**config.mk**
```make
export PLATFORM = sky130hd
export DESIGN_NAME = instr_fetch_ctrl
export DESIGN_NICKNAME = d
export VERILOG_FILES = /design/src/rtl/instr_fetch_ctrl.sv
export SDC_FILE = /design/constraint.sdc
export NUM_CORES = 1
export LEC_CHECK = 0
export BUFFER_PORTS_ARGS = -buffer_cell sky130_fd_sc_hd__buf_2
export CAP_MARGIN = 10
export CORE_MARGIN = 3
export CORE_UTILIZATION = 25
export DETAILED_ROUTE_END_ITERATION = 8
export SKIP_CTS_REPAIR_TIMING = 1
export SLEW_MARGIN = 20
export SYNTH_ARGS = -nofsm -noshare
export SYNTH_HDL_FRONTEND = slang
export SYNTH_SLANG_ARGS = --single-unit
```
**constraint.sdc**
```tcl
create_clock -name Clk -period 2.1 [get_ports Clk]
set_clock_uncertainty 0.1 [all_clocks]
set_input_delay 0.105 -clock Clk [delete_from_list [all_inputs] [get_ports Clk]]
set_output_delay 0.105 -clock Clk [all_outputs]
set_load 0.01 [all_outputs]
```
**src/rtl/instr_fetch_ctrl.sv**
```systemverilog
// Instruction fetch sequencer: owns the PC, drives the instruction memory address and
// registers each fetched word into a valid/ready output stage. Optional FETCH_PERF_EN adds perf counters.
module instr_fetch_ctrl #(
  parameter logic [31:0] RESET_PC   = 32'h0000_0000,
  parameter int unsigned IMEM_WORDS = 32
) (
  input  logic        Clk,
  input  logic        Rst,
  output logic [31:0] IMem_Address,
  input  logic [31:0] IMem_Instruction,
  input  logic        Stall,
  input  logic        Redirect_Valid,
  input  logic [31:0] Redirect_Target,
  input  logic        IF_Ready,
  output logic        IF_Valid,
  output logic [31:0] IF_Instruction,
  output logic [31:0] IF_PC,
  output logic [31:0] IF_PCPlus4,
  output logic        Done,
  output logic        Fault
`ifdef FETCH_PERF_EN
  ,
  output logic [31:0] Fetch_Count,
  output logic [31:0] Stall_Count
`endif
);

  typedef enum logic [1:0] {
    RUN   = 2'd0,
    HALT  = 2'd1,
    FAULT = 2'd2
  } state_t;

  localparam logic [29:0] LIMIT_WORD = 30'(IMEM_WORDS);

  function automatic logic [31:0] next_word(input logic [31:0] addr);
    return addr + 32'd4;
  endfunction

  state_t      state;
  logic [31:0] pc_p0;
  logic [31:0] instr_p1;
  logic [31:0] pc_p1;
  logic [31:0] pcp4_p1;
  logic        vld_p1;
  logic        done_r;
  logic        fault_r;

  logic        xfer;
  logic        blocked;
  logic        misaligned;
  logic        end_of_mem;

  assign xfer       = vld_p1 & IF_Ready;
  assign blocked    = vld_p1 & ~IF_Ready;
  assign misaligned = (Redirect_Target[1:0] != 2'b00);
  assign end_of_mem = (pc_p0[31:2] >= LIMIT_WORD);

  always_ff @(posedge Clk) begin
    if (!Rst) begin
      state    <= RUN;
      pc_p0    <= RESET_PC;
      instr_p1 <= 32'd0;
      pc_p1    <= 32'd0;
      pcp4_p1  <= 32'd0;
      vld_p1   <= 1'b0;
      done_r   <= 1'b0;
      fault_r  <= 1'b0;
    end else begin
      case (state)
        RUN: begin
          if (Redirect_Valid && misaligned) begin
            state   <= FAULT;
            vld_p1  <= 1'b0;
            fault_r <= 1'b1;
          end else if (Redirect_Valid) begin
            // Redirect overrides a stall and flushes the wrong-path word
            pc_p0  <= Redirect_Target;
            vld_p1 <= 1'b0;
          end else if (!(Stall || blocked)) begin
            // Not blocked here, so any word still held is being accepted this cycle
            if (end_of_mem) begin
              state  <= HALT;
              vld_p1 <= 1'b0;
              done_r <= 1'b1;
            end else begin
              // stage p0 -> p1: capture memory word with its address
              instr_p1 <= IMem_Instruction;
              pc_p1    <= pc_p0;
              pcp4_p1  <= next_word(pc_p0);
              vld_p1   <= 1'b1;
              pc_p0    <= next_word(pc_p0);
            end
          end
        end
        HALT: begin
          if (Redirect_Valid && misaligned) begin
            state   <= FAULT;
            done_r  <= 1'b0;
            fault_r <= 1'b1;
          end else if (Redirect_Valid) begin
            state  <= RUN;
            pc_p0  <= Redirect_Target;
            done_r <= 1'b0;
          end
        end
        FAULT: begin
          vld_p1 <= 1'b0;
        end
        default: begin
          state   <= FAULT;
          vld_p1  <= 1'b0;
          done_r  <= 1'b0;
          fault_r <= 1'b1;
        end
      endcase
    end
  end

`ifdef FETCH_PERF_EN
  logic [31:0] fetch_cnt;
  logic [31:0] stall_cnt;

  always_ff @(posedge Clk) begin
    if (!Rst) begin
      fetch_cnt <= 32'd0;
      stall_cnt <= 32'd0;
    end else begin
      if (xfer) fetch_cnt <= fetch_cnt + 32'd1;
      if ((state == RUN) && (Stall || blocked)) stall_cnt <= stall_cnt + 32'd1;
    end
  end

  assign Fetch_Count = fetch_cnt;
  assign Stall_Count = stall_cnt;
`endif

  assign IMem_Address   = pc_p0;
  assign IF_Valid       = vld_p1;
  assign IF_Instruction = instr_p1;
  assign IF_PC          = pc_p1;
  assign IF_PCPlus4     = pcp4_p1;
  assign Done           = done_r;
  assign Fault          = fault_r;

endmodule

```
==> results by group <==
STA
  – Final count of hold timing violations: 0
  – Max_slew headroom: 70.1%
  – Setup violators final: 0
  – Max Clk Rate: around 480 MHz
  – Fin worst setup slack: between 0.01 and 0.015 ns
  – Tmin final: approximately 2.1 ns
  – Least-Margin Pin Slew: 0.447 ns
  – Period utilization: 99.4%
  – RSZ-0062 raised after global routing: yes
  – Max Slew Vio Count: 0

Yosys
  – Unique masters post-synth: 40
  – Post-Syn Nets: 610
  – Mapped Area: 4730 um2
  – Share of the synthesized area in the top cell type: 55.4%
  – Synth warn: 0
  – Post-synthesis sequential area ratio: 55.4%
  – Yosys top cell by area: dfxtp_1
  – FF+latch count, synth: 131
  – Syn Inst Count: about 540
  – Area contributors post-synth: dfxtp_1, nand2_1, a21oi_1
  – Avg Cell Area, Syn: 8.78 um2

Power and ir drop
  – Power density cells: 863 nW/um2
  – Static leakage: 3.61 nW
  – Max IR drop VDD: roughly 0.55 mV

Setup path
  – Setup crit start kind: flip-flop
  – Critical-path maximum fanout: 45
  – CP Class: reg -> reg
  – WP data required: 2.30 ns
  – Critical path capture point type: flip-flop
  – R2R depth: 5
  – Critical path data arrival time: 2.28 ns

Final layout
  – Post-route cell area: around 7700 um2
  – # diodes: 0
  – Layout area overhead: 62.2%
  – Fin cells: 1069
  – FF+latch area: 2630 um2
  – Layout Nets: 898
  – Multi-input gate area: 2000 um2
  – Fill cell count: around 1800
  – Share of cells above drive strength 1: 37.7%
  – Final core occ: between 40% and 50%

Place
  – Dpl cells: 965
  – Placement Setup Slack: -0.0678 ns
  – Final HPWL DP: ~10 mm
  – DP Area: around 6200 um2
  – GP Congestion: 0.769
  – # port buffers: a little under 200

GRT
  – Largest net degree at the start of global routing: 90
  – Grt ovf: 0
  – First-pass GRT wire length: 22.3 mm
  – GRT Total Usage: 13.7%
  – Number of global-route vias before repair: 4231
  – Initial antenna violation count: 0

Die
  – Num rows: 49
  – I/O pin count: 200
  – Core Footprint: between 15000 and 20000 um2
  – Die X-Extent: 144 um
  – Die Ht: 144 um
  – Initial Util: around 26%
  – Full die area: 20600 um2

Clocking
  – Clock Latency Late Sink: 0.41 ns
  – CTS tree: yes
  – Worst-path clk slew: 0.06 ns
  – Bufs on Longest Clock Path: 2
  – Htree depth: 4
  – Clock tree sinks: 131
  – Total CTS buffers: 17
  – Root Driver: clkbuf_16

Min path
  – Min-Delay Path Depth: 3
  – Hold Crit Class: in -> reg

Status
  – Status: finished clean

Drt
  – DRC viols: 0
  – First-pass DRT Iterations: 5
  – DRT Wirelength: 16.7 mm
  – Routed wire per std cell: approximately 16 um
  – Initial DRC count: 232
  – Vias per inst: 4.65
  – Antenna-violating nets left: 0
  – Vias: 4966

Flow run
  – Max Cap Viol: 0
sequential cells by signal (all words and copies together), names as in the netlist:
| name | flops |
|---|---|
| state | 2 |
| IMem_Address | 32 |
| Done | 1 |
| IF_Instruction | 32 |
| IF_Valid | 1 |
| Fault | 1 |
| IF_PCPlus4 | 30 |
| IF_PC | 32 |
worst paths after layout:
| check | from | to | slack, ns |
|---|---|---|---|
| min | Redirect_Target[1] | state[1] | 0.02 |
| min reg2reg | IF_PC[5] | IF_PC[5] | 0.35 |
| max reg2reg | state[1] | IF_PCPlus4[13] | 0.01 |
| max | state[1] | IF_PCPlus4[13] | 0.01 |
through the flow:
step	setup TNS (ns)	hold WS (ns)	total power, mW
2_1_floorplan	0	0.141	3.18
3_3_place_gp	-5.64	0.249	3.60
3_5_place_dp	-3.01	0.250	3.61
4_1_cts	-4.02	-0.197	6.48
5_1_grt	-1.59	0.0151	6.97
6_report	0	0.0172	6.62
power breakdown:
| group | switching (mW) | internal, mW | total (mW) |
|---|---|---|---|
| sequential | 0.0819 | 2.59 | 2.67 |
| clock | 1.10 | 1.73 | 2.83 |
| combinational | 0.596 | 0.530 | 1.13 |
| total | 1.78 | 4.85 | 6.62 |
critical path, stage by stage, from the launching register on:
cell	delay, ns
dfxtp_2	0.31
or2_1	0.21
or4_4	0.50
or3_4	0.43
buf_16	0.20
and3_1	0.20
layout make-up:
| cell class | instances | share of cell area [%] |
|---|---|---|
| clock buffer | 21 | 6.13 |
| clock inverter | 11 | 1.34 |
| inverter | 6 | 0.293 |
| multi-input combinational | 354 | 26.0 |
| sequential | 131 | 34.2 |
| tap | 229 | 3.73 |
| timing repair buffer | 317 | 28.3 |
Yosys cell counts (all sizes together):
master and n:
nor4b 1, nand2 97, o311ai 3, o21ai 36
nand3 6, clkbuf 34, o311a 1, buf 14
nand4 20, or3 4, xnor2 3, nor3 5
and3 51, nor2 20, a31oi 1, nor2b 2
and2 2, or2 3, inv 5, a311oi 1
nor4 7, a211oi 7, a32oi 2, dfxtp 131
o41a 1, xor2 1, o41ai 1, nor3b 2
a22o 1, ha 2, or4 1, a2bb2oi 1
a21oi 66, a31o 1, a22oi 5, clkinv 1
kinds of logic after synthesis:
family          synth area share (%)
buf+inv                         5.02
compound gates                  15.3
flops                           55.4
xor+xnor                       0.740
simple gates                    23.0
fa+ha+maj                      0.528
cells in the final DEF (no fill, tap or decap), types with 5 or more instances in the layout:
cell type        n
buf_2          199
dfxtp_1        128
nand2_1         93
dlygate4sd3_1   61
a21oi_1         59
and3_1          49
buf_4           42
o21ai_0         34
nand4_1         20
nor2_1          20
clkbuf_16       20
buf_6            8
a21oi_2          7
nor4_1           5
nand3_1          5
a22oi_1          5
a211oi_1         5
metal layers:
layer / vias up / share of wire, % / global-route usage [%]
li1: 2470 / - / -
met2: 176 / 47 / 20.9
met4: 0 / 1.2 / 3.82
met3: 17 / 5.9 / 4.56
met1: 2303 / 46 / 18.5
met5: - / 0 / 0
(Power assumes the default switching activity.)
